==> config.mk <==
export PLATFORM = sky130hd
export DESIGN_NAME = gat_bram_loader
export DESIGN_NICKNAME = d
export VERILOG_FILES = /design/src/rtl/gat_loader_pkg.sv /design/src/rtl/gat_feat_rd_fifo.sv /design/src/rtl/gat_bram_loader.sv
export SDC_FILE = /design/constraint.sdc
export NUM_CORES = 1
export LEC_CHECK = 0
export BUFFER_PORTS_ARGS = -buffer_cell sky130_fd_sc_hd__buf_4
export CAP_MARGIN = 20
export CORE_MARGIN = 2
export CORE_UTILIZATION = 25
export DETAILED_ROUTE_END_ITERATION = 8
export GPL_ROUTABILITY_DRIVEN = 0
export GPL_TIMING_DRIVEN = 0
export MAX_ROUTING_LAYER = met4
export PLACE_DENSITY_LB_ADDON = 0.08
export SLEW_MARGIN = 20
export SYNTH_ARGS = -nofsm -noshare
export SYNTH_HDL_FRONTEND = slang
export SYNTH_SLANG_ARGS = --single-unit
==> constraint.sdc <==
create_clock -name clk -period 6.7 [get_ports clk]
set_clock_uncertainty 0.2 [all_clocks]
set_input_delay 1.005 -clock clk [delete_from_list [all_inputs] [get_ports clk]]
set_output_delay 1.005 -clock clk [all_outputs]
set_load 0.02 [all_outputs]
==> src/rtl/gat_loader_pkg.sv <==
// Shared types and constants for the GAT BRAM loader: FSM state encoding,
// read-FIFO depth and the word-index to byte-address helper.
package gat_loader_pkg;

    typedef enum logic [2:0] {
        IDLE,
        LOAD_H,
        LOAD_NI,
        LOAD_W,
        WAIT_GAT,
        READ
    } state_t;

    localparam int FIFO_DEPTH = 4;

    function automatic logic [31:0] byte_addr(input logic [31:0] idx);
        return idx << 2;
    endfunction

endpackage

==> src/rtl/gat_feat_rd_fifo.sv <==
// Small synchronous FIFO buffering feature-BRAM read data ahead of the
// output stream; exposes its occupancy so the issuer can bound reads.
module gat_feat_rd_fifo
    import gat_loader_pkg::*;
#(
    parameter int WIDTH = 32,
    parameter int DEPTH = FIFO_DEPTH,
    parameter int CNT_W = $clog2(DEPTH + 1)
) (
    input  logic             clk,
    input  logic             rst,
    input  logic             i_push,
    input  logic [WIDTH-1:0] i_din,
    input  logic             i_pop,
    output logic [WIDTH-1:0] o_dout,
    output logic [CNT_W-1:0] o_count
);
    localparam int PTR_W = (DEPTH > 1) ? $clog2(DEPTH) : 1;

    logic [WIDTH-1:0] r_mem [DEPTH];
    logic [PTR_W-1:0] r_wr_ptr;
    logic [PTR_W-1:0] r_rd_ptr;
    logic [CNT_W-1:0] r_count;
    logic             w_full;
    logic             w_empty;
    logic             w_wr;
    logic             w_rd;

    function automatic logic [PTR_W-1:0] next_ptr(input logic [PTR_W-1:0] p);
        return (p == PTR_W'(DEPTH - 1)) ? '0 : p + PTR_W'(1);
    endfunction

    assign w_full  = (r_count == CNT_W'(DEPTH));
    assign w_empty = (r_count == '0);
    assign w_rd    = i_pop && !w_empty;
    // A push into a full FIFO is accepted when a pop frees a slot on the same edge.
    assign w_wr    = i_push && (!w_full || w_rd);

    always_ff @(posedge clk or posedge rst) begin
        if (rst) begin
            for (int unsigned i = 0; i < DEPTH; i++) r_mem[i] <= '0;
            r_wr_ptr <= '0;
            r_rd_ptr <= '0;
            r_count  <= '0;
        end else begin
            if (w_wr) begin
                r_mem[r_wr_ptr] <= i_din;
                r_wr_ptr        <= next_ptr(r_wr_ptr);
            end
            if (w_rd) r_rd_ptr <= next_ptr(r_rd_ptr);
            case ({w_wr, w_rd})
                2'b10:   r_count <= r_count + CNT_W'(1);
                2'b01:   r_count <= r_count - CNT_W'(1);
                default: r_count <= r_count;
            endcase
        end
    end

    assign o_dout  = r_mem[r_rd_ptr];
    assign o_count = r_count;

endmodule

==> src/rtl/gat_bram_loader.sv <==
// Host-side initiator for the GAT accelerator: streams words into the H-data,
// node-info and weight BRAMs, waits for gat_ready, then streams features back.
module gat_bram_loader
    import gat_loader_pkg::*;
#(
    parameter int DATA_WIDTH         = 8,
    parameter int H_DATA_DEPTH       = 242101,
    parameter int NODE_INFO_DEPTH    = 13264,
    parameter int WEIGHT_DEPTH       = 22928,
    parameter int NEW_FEATURE_DEPTH  = 43328,
    parameter int FEAT_RD_LAT        = 2,
    parameter int H_DATA_ADDR_W      = $clog2(H_DATA_DEPTH),
    parameter int NODE_INFO_ADDR_W   = $clog2(NODE_INFO_DEPTH),
    parameter int WEIGHT_ADDR_W      = $clog2(WEIGHT_DEPTH),
    parameter int NEW_FEATURE_ADDR_W = $clog2(NEW_FEATURE_DEPTH)
) (
    input  logic                          clk,
    input  logic                          rst,
    input  logic                          start,
    input  logic [31:0]                   s_data,
    input  logic                          s_valid,
    output logic                          s_ready,
    output logic [31:0]                   h_data_bram_din,
    output logic                          h_data_bram_ena,
    output logic                          h_data_bram_wea,
    output logic [H_DATA_ADDR_W+1:0]      h_data_bram_addra,
    output logic [31:0]                   h_node_info_bram_din,
    output logic                          h_node_info_bram_ena,
    output logic                          h_node_info_bram_wea,
    output logic [NODE_INFO_ADDR_W+1:0]   h_node_info_bram_addra,
    output logic [31:0]                   wgt_bram_din,
    output logic                          wgt_bram_ena,
    output logic                          wgt_bram_wea,
    output logic [WEIGHT_ADDR_W+1:0]      wgt_bram_addra,
    output logic                          h_data_bram_load_done,
    output logic                          h_node_info_bram_load_done,
    output logic                          wgt_bram_load_done,
    input  logic                          gat_ready,
    output logic [NEW_FEATURE_ADDR_W+1:0] feat_bram_addrb,
    input  logic [31:0]                   feat_bram_dout,
    output logic [31:0]                   m_data,
    output logic                          m_valid,
    input  logic                          m_ready,
    output logic                          busy,
    output logic                          done
);
    localparam int LD_HN_W  = (H_DATA_ADDR_W > NODE_INFO_ADDR_W) ? H_DATA_ADDR_W : NODE_INFO_ADDR_W;
    localparam int LD_CNT_W = (LD_HN_W > WEIGHT_ADDR_W) ? LD_HN_W : WEIGHT_ADDR_W;
    localparam int RD_W     = $clog2(NEW_FEATURE_DEPTH + 1);
    localparam int FCNT_W   = $clog2(FIFO_DEPTH + 1);

    state_t                          r_state;
    logic [LD_CNT_W-1:0]             r_cnt;
    logic [31:0]                     r_wr_data;
    logic                            r_h_ena, r_ni_ena, r_w_ena;
    logic [H_DATA_ADDR_W+1:0]        r_h_addra;
    logic [NODE_INFO_ADDR_W+1:0]     r_ni_addra;
    logic [WEIGHT_ADDR_W+1:0]        r_w_addra;
    logic                            r_h_done, r_ni_done, r_w_done;
    logic                            r_gat_q, r_gat_prev;
    logic [RD_W-1:0]                 r_rd_issued, r_rd_popped;
    logic [NEW_FEATURE_ADDR_W+1:0]   r_addrb;
    logic [FEAT_RD_LAT:0]            r_rd_vpipe;
    logic                            r_done;

    logic                            w_accept;
    logic                            w_issue;
    logic                            w_pop;
    logic [RD_W-1:0]                 w_outst;
    logic [31:0]                     w_fifo_din;
    logic [31:0]                     w_fifo_dout;
    logic [FCNT_W-1:0]               w_fifo_cnt;
    logic                            w_unused_dout;

    assign s_ready  = (r_state == LOAD_H) || (r_state == LOAD_NI) || (r_state == LOAD_W);
    assign w_accept = s_valid && s_ready;
    assign w_outst  = r_rd_issued - r_rd_popped;
    // Outstanding count covers in-flight reads plus FIFO contents, so the FIFO can never overflow.
    assign w_issue  = (r_state == READ) && (r_rd_issued < RD_W'(NEW_FEATURE_DEPTH))
                      && (32'(w_outst) < 32'(FIFO_DEPTH));
    assign m_valid  = (w_fifo_cnt != '0);
    assign w_pop    = m_valid && m_ready;

    assign w_fifo_din    = 32'($signed(feat_bram_dout[DATA_WIDTH-1:0]));
    assign w_unused_dout = ^feat_bram_dout[31:DATA_WIDTH];

    gat_feat_rd_fifo #(
        .WIDTH (32),
        .DEPTH (FIFO_DEPTH),
        .CNT_W (FCNT_W)
    ) u_rd_fifo (
        .clk     (clk),
        .rst     (rst),
        .i_push  (r_rd_vpipe[FEAT_RD_LAT]),
        .i_din   (w_fifo_din),
        .i_pop   (w_pop),
        .o_dout  (w_fifo_dout),
        .o_count (w_fifo_cnt)
    );

    always_ff @(posedge clk or posedge rst) begin
        if (rst) begin
            r_state     <= IDLE;
            r_cnt       <= '0;
            r_wr_data   <= '0;
            r_h_ena     <= 1'b0;
            r_ni_ena    <= 1'b0;
            r_w_ena     <= 1'b0;
            r_h_addra   <= '0;
            r_ni_addra  <= '0;
            r_w_addra   <= '0;
            r_h_done    <= 1'b0;
            r_ni_done   <= 1'b0;
            r_w_done    <= 1'b0;
            r_gat_q     <= 1'b0;
            r_gat_prev  <= 1'b0;
            r_rd_issued <= '0;
            r_rd_popped <= '0;
            r_addrb     <= '0;
            r_rd_vpipe  <= '0;
            r_done      <= 1'b0;
        end else begin
            r_h_ena    <= 1'b0;
            r_ni_ena   <= 1'b0;
            r_w_ena    <= 1'b0;
            r_done     <= 1'b0;
            r_gat_q    <= gat_ready;
            r_gat_prev <= r_gat_q;
            r_rd_vpipe <= {r_rd_vpipe[FEAT_RD_LAT-1:0], w_issue};
            // A strobe seen after the state has moved on is the segment's final write.
            if (r_h_ena  && r_state != LOAD_H)  r_h_done  <= 1'b1;
            if (r_ni_ena && r_state != LOAD_NI) r_ni_done <= 1'b1;
            if (r_w_ena  && r_state != LOAD_W)  r_w_done  <= 1'b1;
            case (r_state)
                IDLE: if (start) begin
                    r_h_done    <= 1'b0;
                    r_ni_done   <= 1'b0;
                    r_w_done    <= 1'b0;
                    r_cnt       <= '0;
                    r_rd_issued <= '0;
                    r_rd_popped <= '0;
                    r_state     <= LOAD_H;
                end
                LOAD_H: if (w_accept) begin
                    r_wr_data <= s_data;
                    r_h_ena   <= 1'b1;
                    r_h_addra <= (H_DATA_ADDR_W+2)'(byte_addr(32'(r_cnt)));
                    if (r_cnt == LD_CNT_W'(H_DATA_DEPTH - 1)) begin
                        r_cnt   <= '0;
                        r_state <= LOAD_NI;
                    end else r_cnt <= r_cnt + LD_CNT_W'(1);
                end
                LOAD_NI: if (w_accept) begin
                    r_wr_data  <= s_data;
                    r_ni_ena   <= 1'b1;
                    r_ni_addra <= (NODE_INFO_ADDR_W+2)'(byte_addr(32'(r_cnt)));
                    if (r_cnt == LD_CNT_W'(NODE_INFO_DEPTH - 1)) begin
                        r_cnt   <= '0;
                        r_state <= LOAD_W;
                    end else r_cnt <= r_cnt + LD_CNT_W'(1);
                end
                LOAD_W: if (w_accept) begin
                    r_wr_data <= s_data;
                    r_w_ena   <= 1'b1;
                    r_w_addra <= (WEIGHT_ADDR_W+2)'(byte_addr(32'(r_cnt)));
                    if (r_cnt == LD_CNT_W'(WEIGHT_DEPTH - 1)) begin
                        r_cnt   <= '0;
                        r_state <= WAIT_GAT;
                    end else r_cnt <= r_cnt + LD_CNT_W'(1);
                end
                WAIT_GAT: if (r_gat_q && !r_gat_prev) begin
                    r_rd_issued <= '0;
                    r_rd_popped <= '0;
                    r_state     <= READ;
                end
                READ: begin
                    if (w_issue) begin
                        r_addrb     <= (NEW_FEATURE_ADDR_W+2)'(byte_addr(32'(r_rd_issued)));
                        r_rd_issued <= r_rd_issued + RD_W'(1);
                    end
                    if (w_pop) begin
                        r_rd_popped <= r_rd_popped + RD_W'(1);
                        if (r_rd_popped == RD_W'(NEW_FEATURE_DEPTH - 1)) begin
                            r_done  <= 1'b1;
                            r_state <= IDLE;
                        end
                    end
                end
                default: r_state <= IDLE;
            endcase
        end
    end

    assign h_data_bram_din            = r_wr_data;
    assign h_data_bram_ena            = r_h_ena;
    assign h_data_bram_wea            = r_h_ena;
    assign h_data_bram_addra          = r_h_addra;
    assign h_node_info_bram_din       = r_wr_data;
    assign h_node_info_bram_ena       = r_ni_ena;
    assign h_node_info_bram_wea       = r_ni_ena;
    assign h_node_info_bram_addra     = r_ni_addra;
    assign wgt_bram_din               = r_wr_data;
    assign wgt_bram_ena               = r_w_ena;
    assign wgt_bram_wea               = r_w_ena;
    assign wgt_bram_addra             = r_w_addra;
    assign h_data_bram_load_done      = r_h_done;
    assign h_node_info_bram_load_done = r_ni_done;
    assign wgt_bram_load_done         = r_w_done;
    assign feat_bram_addrb            = r_addrb;
    assign m_data                     = w_fifo_dout;
    assign busy                       = (r_state != IDLE);
    assign done                       = r_done;

endmodule

==> impl_metrics.py, run 1 <==
metrics = {
    "clock_network": {
        "clockRootBuffer": "clkbuf_16",
        "ctsResizeCount": 0,
        "cts.sinks": 199,
        "ctsHoldBuffers": 0,
        "clock_tree.buffer_depth": 2,
        "clk_latency_ns": 0.45,
        "cts_tree": "done",
        "clkTransAtPathRegs_ns": 0.08,
        "htreeDepth": 4,
        "numCtsBuffers": 17,
        "cts_setup_buffers": 0,
    },
    "hold_path": {
        "min_path_type": "flop to flop",
    },
    "synth": {
        "postSynthAreaPerCell_um2": 10.62,
        "synth_cell_types": 62,
        "syn_inst": 956,
        "ys_async_sr_fraction_pct": 100.0,
        "ys.flop_type": "dfrtp_1",
        "ys_ff_latch": 199,
        "synth.cell_area_um2": 10150,
        "synth_edf_count": 0,
        "yosys_warnings": 0,
        "ys_seq_area_share_pct": 49.05,
    },
    "outcome": {
        "status": "finished clean",
    },
    "timing": {
        "whs_ns": 0.1513,
        "fmax_mhz": 241.6,
        "slew_violations": 0,
        "worst_pin_slew_ns": 0.8985,
        "max_slew_margin_pct": 39.88,
        "period_needed_ns": 4.139,
        "fin_ws_ns": 2.561,
        "grt_setup_unrepaired": "false",
        "finalCritPeriodShare_pct": 61.78,
        "setup_violations": 0,
        "hold_viol": 0,
    },
    "power": {
        "pwr-share-clk_pct": 22.0,
        "seq_power_share_pct": 32.4,
        "combPwrFrac_pct": 45.6,
        "p_per_area_nw_per_um2": 367.0,
        "p_sw_mw": 1.863,
        "p_int_mw": 3.050,
        "swShare_pct": 37.92,
        "irDropWorstVdd_v": 0.0001874,
        "p_leak_nw": 6.625,
    },
    "route": {
        "firstDrtPassIters": 4,
        "ant_nets": 0,
        "drt_iter0_markers": 337,
        "remaining_drc_errors": 0,
        "routed-wl-met3_um": 1732,
        "drt-vias-per-instance": 4.328,
        "wl_per_cell_um": 16.35,
        "num_vias": 7660,
        "drt-total-wl_um": 28930,
        "met2_length_um": 13000,
        "top_layer": "met4",
        "drt-met1-wl_um": 13850,
    },
    "worst_setup_path": {
        "critPathBufInv": 5,
        "worstSetupPathType": "flop to flop",
        "crit-reg2reg-launch": "r_rd_popped[5]$_DFFE_PP0P_",
        "cp-start-kind": "flop",
        "worstPathMaxFanout": 10,
        "crit_cells": 12,
        "reg2reg_to": "feat_bram_addrb[9]$_DFFE_PP0P_",
        "crit_path_top_delay_cell": "o41ai_1",
        "required_ns": 6.83,
        "cp.arrival_ns": 4.27,
        "setup.worst_path.start": "r_rd_popped[5]$_DFFE_PP0P_",
        "crit_path_end_kind": "flop",
        "reg2reg_depth": 12,
        "cp-endpoint": "feat_bram_addrb[9]$_DFFE_PP0P_",
        "cpPeakStageDelay_ns": 0.52,
        "r2r_slack_ns": 2.56,
        "cp_cell_sequence": "inv_1 > ha_1 > clkbuf_1 > inv_1 > o41ai_1 > a21oi_1 > o21ai_0 > mux2i_1 > or3_1 > buf_2 > clkbuf_1 > mux2_2",
        "crit_family": "buffers and inverters",
    },
    "global_route": {
        "antenna_found_initial": 0,
        "grt_pass1_vias": 7499,
        "grt_use_total_pct": 14.29,
        "grt_pass1_wl_um": 44540,
        "grt_max_degree": 81,
        "grt.overflow.total": 0,
    },
    "placement": {
        "pre_cts_ws_ns": 2.545,
        "io_buffers": 249,
        "dp_hpwl_um": 21800,
        "dp.cells": 1739,
        "dpl_cell_area_um2": 12770,
    },
    "layout": {
        "design_area_um2": 13380,
        "nets": 1328,
        "fin_cells": 1770,
        "antenna_cells": 0,
        "syn_to_final_growth_pct": 31.83,
        "drive_gt1_share_pct": 40.72,
    },
    "floorplanning": {
        "io-pin-count": 282,
        "start_util_pct": 25.43,
        "fp.coreArea_um2": 39910,
        "die_x_um": 205.5,
        "die-area_um2": 42240,
        "die_h_um": 205.5,
        "rows": 73,
    },
    "job": {
        "cap_violations": 0,
    },
}
## cell type report
type                            instances  area, µm²
Clock buffer                           21      460.4
Clock inverter                         10      145.1
Fill cell                            4107      26530
Multi-Input combinational cell        582       4146
Sequential cell                       199       4980
Tap cell                              525      656.9
Timing Repair Buffer                  251       1924
Buffer                                136      890.9
Inverter                               46      180.2
## metal layers
| metal | GRT usage, % | up-vias |
|---|---|---|
| met5 | - | - |
| met4 | 3.751 | 0 |
| met3 | 3.136 | 25 |
| met2 | 21.56 | 198 |
| met1 | 19.37 | 3687 |
| li1 | - | 3750 |
## through the flow
| step | TNS [ns] | total power [mW] | utilization [%] |
|---|---|---|---|
| 3_3_place_gp | -615.73 | 3.889 | 31.83 |
| 3_5_place_dp | 0 | 3.891 | 32.00 |
| 4_1_cts | 0 | 5.002 | 33.52 |
| 2_1_floorplan | 0 | 3.000 | - |
| 5_1_grt | 0 | 5.227 | 33.53 |
| 6_report | 0 | 4.912 | 33.53 |
## synthesized netlist by cell type (2+ instances only)
cell type    n  area share (%)
clkbuf_1    28             1.0
nor2_1      54             2.0
o211ai_1     3            0.22
o21a_1       2            0.15
o31ai_1      4            0.30
o32a_1       2            0.20
mux4_2       8             1.8
a211oi_1     2            0.15
and3_1       6            0.37
nand2_1    106             3.9
nor4_1      10            0.62
o2111ai_1    2            0.17
nand3_1     28             1.4
or3_1       11            0.68
or4_1        4            0.30
buf_4       99             7.3
dfrtp_1    199              49
mux2_2     103              11
nand4b_1     2            0.17
nand2b_1     7            0.43
a21o_1       4            0.30
nand3b_1     2            0.15
inv_1       46             1.7
a21oi_1     34             1.7
and2_1       2            0.12
o21ai_0     39             1.9
o41ai_1      4            0.35
mux2i_1     12             1.2
ha_1        24             3.0
nor2b_1      5            0.31
xor2_1      11            0.95
buf_1        7            0.26
xnor2_1     19             1.6
or2_2        7            0.43
nor3_1      21             1.0
nand4_1     13            0.80
## state kept, by name, summed over array words and instances, names as in the netlist, 14 cells and up
signal and cells:
feat_bram_addrb 16, u_rd_fifo.r_mem 32, r_rd_popped 16, h_data_bram_din 32
r_cnt 18, r_rd_issued 16, h_node_info_bram_addra 14, wgt_bram_addra 15
h_data_bram_addra 18
## cells in the final DEF (no fill, tap or decap), types with 12 or more instances in the layout
| master | netlist | final |
|---|---|---|
| buf_4 | 99 | 348 |
| nor2_1 | 54 | 54 |
| dfrtp_1 | 199 | 199 |
| a21oi_1 | 34 | 34 |
| clkbuf_16 | 0 | 17 |
| xnor2_1 | 19 | 19 |
| nand2_1 | 106 | 106 |
| nand4_1 | 13 | 13 |
| inv_1 | 46 | 45 |
| nor3_1 | 21 | 20 |
| nand3_1 | 28 | 28 |
| mux2_2 | 103 | 103 |
| clkbuf_1 | 28 | 30 |
| mux2i_1 | 12 | 12 |
| ha_1 | 24 | 24 |
| o21ai_0 | 39 | 39 |
## logic make-up (layout without fill, tap and decap cells)
logic type               Yosys count  in the layout  share of synthesized area [%]
adder cells (fa/ha/maj)           25             25                          3.155
buffers and inverters            182            464                          10.48
flip-flops                       199            199                          49.05
AND/OR/NAND/NOR                  283            283                          13.20
AO/OA/AOI/OAI                    113            113                          7.111
XOR/XNOR                          30             30                          2.588
other                              1              8                        0.03694
multiplexers                     123            123                          14.38
## worst min path at each step
stage	from	endpoint	slack (ns)	cells after the start
floorplan	r_rd_vpipe[0]$_DFF_PP0_	r_rd_vpipe[1]$_DFF_PP0_	0.13	0
global route	r_rd_vpipe[1]$_DFF_PP0_	r_rd_vpipe[2]$_DFF_PP0_	0.17	0
detailed placement	r_rd_vpipe[0]$_DFF_PP0_	r_rd_vpipe[1]$_DFF_PP0_	0.14	0
CTS	r_rd_vpipe[0]$_DFF_PP0_	r_rd_vpipe[1]$_DFF_PP0_	0.15	0
finish	r_rd_vpipe[0]$_DFF_PP0_	r_rd_vpipe[1]$_DFF_PP0_	0.15	0
global placement	r_rd_vpipe[0]$_DFF_PP0_	r_rd_vpipe[1]$_DFF_PP0_	0.13	0
## power groups by stage
| stage | logic, mW | registers, mW | clock network (mW) |
|---|---|---|---|
| after floorplan | 1.28 | 1.72 | 0 |
| after global placement | 2.28 | 1.61 | 0 |
| after detailed placement | 2.27 | 1.62 | 0 |
| after CTS | 2.27 | 1.60 | 1.13 |
| after global routing | 2.42 | 1.63 | 1.18 |
| final | 2.24 | 1.59 | 1.08 |
No activity file was read; power rests on OpenSTA's default activity.
==> run 2, diff against run 1 <==
--- a/config.mk
+++ b/config.mk
@@ -5,6 +5,7 @@
 export SDC_FILE = /design/constraint.sdc
 export NUM_CORES = 1
 export LEC_CHECK = 0
+export ABC_AREA = 1
 export BUFFER_PORTS_ARGS = -buffer_cell sky130_fd_sc_hd__buf_4
 export CAP_MARGIN = 20
 export CORE_MARGIN = 2
==> constraint.sdc (replaced) <==
create_clock -name clk -period 3.5 [get_ports clk]
set_clock_uncertainty 0.2 [all_clocks]
set_input_delay 0.525 -clock clk [delete_from_list [all_inputs] [get_ports clk]]
set_output_delay 0.525 -clock clk [all_outputs]
set_load 0.02 [all_outputs]
==> run 2 against run 1 <==
Effect of this change: sequential power grew 99%; combinational power grew to 2.5 times the previous value; largest cell class unchanged; sequential share of layout area shrank 1.8 points; synthesized cell count grew 39%.
==> impl_metrics.py, run 2 <==
metrics = {
    "outcome": {
        "status": "finished clean",
    },
    "floorplanning": {
        "fp.coreArea_um2": 42230,
        "die-area_um2": 44670,
        "rows": 75,
        "die_h_um": 211.4,
        "die_x_um": 211.4,
        "start_util_pct": 25.45,
        "io-pin-count": 282,
    },
    "route": {
        "ant_nets": 0,
        "drt_iter0_markers": 456,
        "firstDrtPassIters": 5,
        "drt-vias-per-instance": 4.309,
        "num_vias": 9317,
        "wl_per_cell_um": 15.53,
        "drt-total-wl_um": 33570,
        "remaining_drc_errors": 0,
    },
    "synth": {
        "synth.most_common_cell": "nand2_1",
        "ys.flop_type": "dfrtp_1",
        "yosys-top-cells-area": "dfrtp_1 46%, nand2_1 13%, buf_4 6.9%, inv_1 4.6%, o21ai_0 4.1%",
        "netlist_top_cells_count": "364 x nand2_1, 199 x dfrtp_1, 132 x inv_1, 103 x nor2_1, 99 x buf_4",
        "netlist.area_leader.share_pct": 46.33,
        "ys_async_sr_fraction_pct": 100.0,
        "synth_cell_types": 44,
        "synth.cell_area_um2": 10750,
        "ys_ff_latch": 199,
        "synth_edf_count": 0,
        "syn_inst": 1327,
        "yosys.area.top_type": "dfrtp_1",
        "postSynthAreaPerCell_um2": 8.100,
        "ys_seq_area_share_pct": 46.33,
        "yosys_warnings": 0,
    },
    "timing": {
        "period_needed_ns": 3.203,
        "fmax_mhz": 312.2,
        "grt_setup_unrepaired": "false",
        "hold_viol": 0,
        "worst_pin_slew_ns": 0.7359,
        "setup_violations": 0,
        "whs_ns": 0.07040,
        "slew_violations": 0,
        "tns_ns": 0,
        "max_slew_margin_pct": 50.94,
        "finalCritPeriodShare_pct": 91.52,
    },
    "layout": {
        "fillers": 4513,
        "nets": 1706,
        "drive_gt1_share_pct": 29.10,
        "design_area_um2": 14060,
        "syn_to_final_growth_pct": 30.82,
        "final_common_cell": "nand2_1",
        "final_util_pct": 33.30,
        "final_cell_mix": "364 x nand2_1, 348 x buf_4, 199 x dfrtp_1, 131 x inv_1, 103 x nor2_1",
    },
    "global_route": {
        "grt_max_degree": 32,
        "grt.overflow.total": 0,
        "grt_pass1_wl_um": 52610,
        "grt_use_total_pct": 15.68,
        "grt_pass1_vias": 8995,
        "antenna_found_initial": 1,
    },
    "clock_network": {
        "numCtsBuffers": 17,
        "cts_tree": "done",
        "clk_latency_ns": 0.46,
        "cts.sinks": 199,
        "clkTransAtPathRegs_ns": 0.07,
        "clockRootBuffer": "clkbuf_16",
        "htreeDepth": 4,
        "cts_setup_buffers": 0,
        "clock_tree.buffer_depth": 2,
    },
    "worst_setup_path": {
        "crit_path_end_kind": "output pin",
        "worstSetupPathType": "flop to output pin",
        "cp.arrival_ns": 2.48,
        "cp-start-kind": "flop",
        "worstPathMaxFanout": 21,
        "required_ns": 2.77,
    },
    "job": {
        "cap_violations": 0,
    },
    "placement": {
        "io_buffers": 249,
        "dp_hpwl_um": 25820,
        "dpl_cell_area_um2": 13490,
    },
    "power": {
        "irDropWorstVdd_v": 0.0003566,
        "p_per_area_nw_per_um2": 768.9,
        "p_leak_nw": 7.310,
        "power.total_mw": 10.81,
    },
    "hold_path": {
        "min_path_type": "input port to flop",
    },
}
-- run 2: cell count changes after synthesis, sizes merged, moves of 8 or more --
cell and change:
clkbuf -9, inv +95, mux2 -71, mux2i -12, mux4 -8, nand2 +271
nand2b -8, nand3 +43, nor2 +65, o21ai +65, or3 -11, xnor2 -17
-- run 2: cell type report --
type	instances	area, µm²	share of cell area (%)
antenna	1	2.502	0.01780
buffer	125	857.1	6.095
clock buffer	21	460.4	3.274
clock inverter	9	93.84	0.6673
inverter	145	548.0	3.897
multi-input combinational	864	4398	31.28
sequential	199	4980	35.41
tap	539	674.4	4.796
timing repair buffer	259	2048	14.57
-- run 2: routing by layer --
| metal | wire, µm | GRT usage [%] | part of all wire (%) |
|---|---|---|---|
| met5 | 0 | - | 0 |
| met3 | 1896 | 3.857 | 5.6 |
| met4 | 230 | 2.987 | 0.69 |
| met2 | 15540 | 24.40 | 46 |
| met1 | 15910 | 20.84 | 47 |
-- run 2: cells by family (layout without fill, tap and decap cells) --
logic type / after synthesis / after routing / share of synthesized area [%]
compound gates: 156 / 156 / 7.589
xor+xnor: 18 / 18 / 1.467
fa+ha+maj: 25 / 25 / 2.980
buf+inv: 271 / 559 / 13.06
flops: 199 / 199 / 46.33
mux: 32 / 32 / 3.352
other cells: 1 / 9 / 0.03489
simple gates: 625 / 625 / 25.19
-- run 2: power breakdown --
group / total [mW] / switching, mW / internal [mW]
sequential: 3.16 / 0.420 / 2.74
clock: 1.95 / 0.933 / 1.02
combinational: 5.70 / 3.26 / 2.44
-- run 2: timing repair --
item,in CTS,in global routing
cloned,0,0
hold buffers,2,0
endpoints found under the hold margin,16,0
endpoints found under the setup margin,21,20
gates resized for setup,0,2
-- run 2: worst max-delay path, stage by stage, from the launching register on --
cell      delay [ns]
dfrtp_1         0.38
clkbuf_1        0.21
inv_1           0.50
o21ai_0         0.18
o22ai_2         0.26
buf_6           0.23
buf_4           0.13
buf_4           0.12
-- run 2: worst paths after layout --
| path | start | end | slack [ns] | depth (start not counted) |
|---|---|---|---|---|
| max | u_rd_fifo.r_rd_ptr[0]$_DFFE_PP0P_ | m_data[28] | 0.30 | 7 |
| min reg2reg | r_rd_vpipe[1]$_DFF_PP0_ | r_rd_vpipe[2]$_DFF_PP0_ | 0.15 | 0 |
| max reg2reg | r_rd_issued[6]$_DFFE_PP0P_ | r_rd_issued[1]$_DFFE_PP0P_ | 0.65 | 15 |
| max in group asynchronous | rst | u_rd_fifo.r_mem[100]$_DFFE_PP0P_ | 1.46 | 7 |
| min in group asynchronous | rst | feat_bram_addrb[12]$_DFFE_PP0P_ | 0.44 | 3 |
| min | s_data[31] | h_data_bram_din[31]$_DFFE_PP0P_ | 0.07 | 3 |
-- run 2: metrics by stage --
stage          instances  setup WS [ns]
2_1_floorplan       1334         0.2007
3_3_place_gp        2122         -1.436
3_5_place_dp        2130         0.4171
4_1_cts             2161        0.04033
5_1_grt             2162        0.04354
6_report            2162         0.2967
==> run 3, diff against run 2 <==
--- a/config.mk
+++ b/config.mk
@@ -5,7 +5,6 @@
 export SDC_FILE = /design/constraint.sdc
 export NUM_CORES = 1
 export LEC_CHECK = 0
-export ABC_AREA = 1
 export BUFFER_PORTS_ARGS = -buffer_cell sky130_fd_sc_hd__buf_4
 export CAP_MARGIN = 20
 export CORE_MARGIN = 2
@@ -15,6 +14,7 @@
 export GPL_TIMING_DRIVEN = 0
 export MAX_ROUTING_LAYER = met4
 export PLACE_DENSITY_LB_ADDON = 0.08
+export RECOVER_POWER = 25
 export SLEW_MARGIN = 20
 export SYNTH_ARGS = -nofsm -noshare
 export SYNTH_HDL_FRONTEND = slang
==> run 3 against run 2 <==
Effect of this change: non-clock buffer count rose by 21; highest routed layer unchanged; hold slack improved by 0.033 ns; global-route usage fell by 1.1 points; flip-flop and latch count did not move; fmax fell by 7.6%; die area fell by 5.4%; final cell count fell by 17%; via count fell by 16%; sequential share of layout area rose by 0.65 points; design area fell by 1.6%; register-to-register slack got worse by 0.62 ns.
==> impl_metrics.py, run 3 (synthesis results as in run 1) <==
metrics = {
    "outcome": {
        "status": "finished clean",
    },
    "worst_setup_path": {
        "worstPathMaxFanout": 6,
        "cpPeakStageDelay_ns": 0.54,
        "cp-start-kind": "flop",
        "cp.arrival_ns": 3.63,
        "crit_path_end_kind": "flop",
        "required_ns": 3.66,
        "critPathBufInv": 1,
        "cp_cell_sequence": "ha_4 > or4_4 > a21oi_4 > o41ai_4 > a21oi_2 > xor2_1 > nand4b_1 > or3_1 > buf_6 > or4_4 > a21oi_2",
        "worstSetupPathType": "flop to flop",
        "crit_path_top_delay_cell": "or4_4",
        "crit_family": "simple AND/OR/NAND/NOR gates",
    },
    "clock_network": {
        "clock_tree.buffer_depth": 2,
        "numCtsBuffers": 17,
        "clk_latency_ns": 0.45,
        "cts_tree": "done",
        "clockRootBuffer": "clkbuf_16",
        "htreeDepth": 4,
        "clkTransAtPathRegs_ns": 0.08,
        "cts.sinks": 199,
    },
    "layout": {
        "final_common_cell": "buf_4",
        "antenna_cells": 0,
        "design_area_um2": 13840,
        "fin_cells": 1789,
        "drive_gt1_share_pct": 46.12,
        "final_cell_mix": "365 x buf_4, 190 x dfrtp_1, 106 x nand2_1, 103 x mux2_2, 53 x nor2_1",
        "nets": 1346,
        "fillers": 4096,
        "syn_to_final_growth_pct": 36.33,
    },
    "floorplanning": {
        "io-pin-count": 282,
        "fp.coreArea_um2": 39910,
        "die-area_um2": 42240,
        "start_util_pct": 25.43,
        "die_h_um": 205.5,
        "die_x_um": 205.5,
        "rows": 73,
    },
    "placement": {
        "io_buffers": 249,
        "dp.cells": 1744,
        "dpl_cell_area_um2": 12850,
        "dp_hpwl_um": 22330,
    },
    "power": {
        "p_per_area_nw_per_um2": 695.0,
        "irDropWorstVdd_v": 0.0003827,
        "power.total_mw": 9.619,
        "p_leak_nw": 6.756,
    },
    "timing": {
        "grt_setup_unrepaired": "true",
        "max_slew_margin_pct": 4.753,
        "finalCritPeriodShare_pct": 99.05,
        "hold_viol": 0,
        "tns_ns": 0,
        "worst_pin_slew_ns": 1.429,
        "setup_violations": 0,
        "period_needed_ns": 3.467,
        "fmax_mhz": 288.4,
        "slew_violations": 0,
    },
    "route": {
        "num_vias": 7798,
        "drt_iter0_markers": 292,
        "drt-total-wl_um": 29820,
        "firstDrtPassIters": 4,
        "remaining_drc_errors": 0,
        "ant_nets": 0,
        "wl_per_cell_um": 16.67,
        "drt-vias-per-instance": 4.359,
    },
    "global_route": {
        "grt_use_total_pct": 14.62,
        "grt_max_degree": 32,
        "antenna_found_initial": 0,
        "grt.overflow.total": 0,
        "grt_pass1_vias": 7658,
        "grt_pass1_wl_um": 45820,
    },
    "hold_path": {
        "min_path_type": "input port to flop",
    },
    "job": {
        "cap_violations": 0,
    },
}
run 3: cell count changes in the layout (fill, tap and decap cells not counted), moves of 17 or more:
| cell | before | now |
|---|---|---|
| o21ai_0 | 88 | 31 |
| xnor2_1 | 2 | 19 |
| buf_4 | 348 | 365 |
| inv_1 | 131 | 42 |
| nand3_1 | 68 | 28 |
| nand2_1 | 364 | 106 |
| mux2_2 | 32 | 103 |
| nor2_1 | 103 | 53 |
run 3: timing repair:
item / 4_1_cts / 5_1_grt
setup buffers: 8 / 11
resized for setup: 50 / 34
pin swaps: 11 / 9
hold buffers: 2 / 0
endpoints found under the hold margin: 15 / 0
setup endpoints to repair: 47 / 50
run 3: report_power, final:
group,total [mW],leakage (nW),internal [mW],switching [mW]
clock,1.98,0.277,1.04,0.933
combinational,4.58,3.84,2.20,2.38
sequential,3.06,2.64,2.67,0.392
run 3: cell type report:
cell class / instances / area [µm²] / area share (%)
sequential: 199 / 4991 / 36.06
timing repair buffer: 277 / 2103 / 15.20
multi-input combinational: 582 / 4452 / 32.16
inverter: 46 / 177.7 / 1.284
clock buffer: 22 / 474.2 / 3.426
buffer: 128 / 890.9 / 6.436
clock inverter: 10 / 95.09 / 0.6870
tap: 525 / 656.9 / 4.746
run 3: final timing paths:
check	start	endpoint	slack, ns	depth (start not counted)
worst max-delay path	r_rd_issued[3]$_DFFE_PP0P_	r_rd_issued[6]$_DFFE_PP0P_	0.03	11
worst max register to register	r_rd_issued[3]$_DFFE_PP0P_	r_rd_issued[6]$_DFFE_PP0P_	0.03	11
worst min register to register	r_rd_vpipe[0]$_DFF_PP0_	r_rd_vpipe[1]$_DFF_PP0_	0.15	0
min in group asynchronous	rst	h_data_bram_din[14]$_DFFE_PP0P_	0.55	3
worst min-delay path	s_data[19]	h_data_bram_din[19]$_DFFE_PP0P_	0.10	2
max in group asynchronous	rst	r_cnt[14]$_DFFE_PP0P_	0.51	5
run 3: metrics by stage:
step	setup slack, ns	hold slack [ns]	util (%)
3_5_place_dp	-0.6442	0.1355	32.20
2_1_floorplan	0.07773	0.1312	-
6_report	0.03312	0.1036	34.68
5_1_grt	-0.1634	0.08169	34.68
3_3_place_gp	-1.472	0.1313	31.84
4_1_cts	-0.02712	0.08119	34.30
run 3: metal layers:
layer	GRT usage (%)	part of all wire [%]	up-vias	wire length [µm]
met4	3.237	1.0	0	308
met5	-	0	-	0
met3	3.088	5.4	18	1617
met1	19.75	47	3807	14150
li1	-	-	3774	-
met2	22.52	46	199	13740
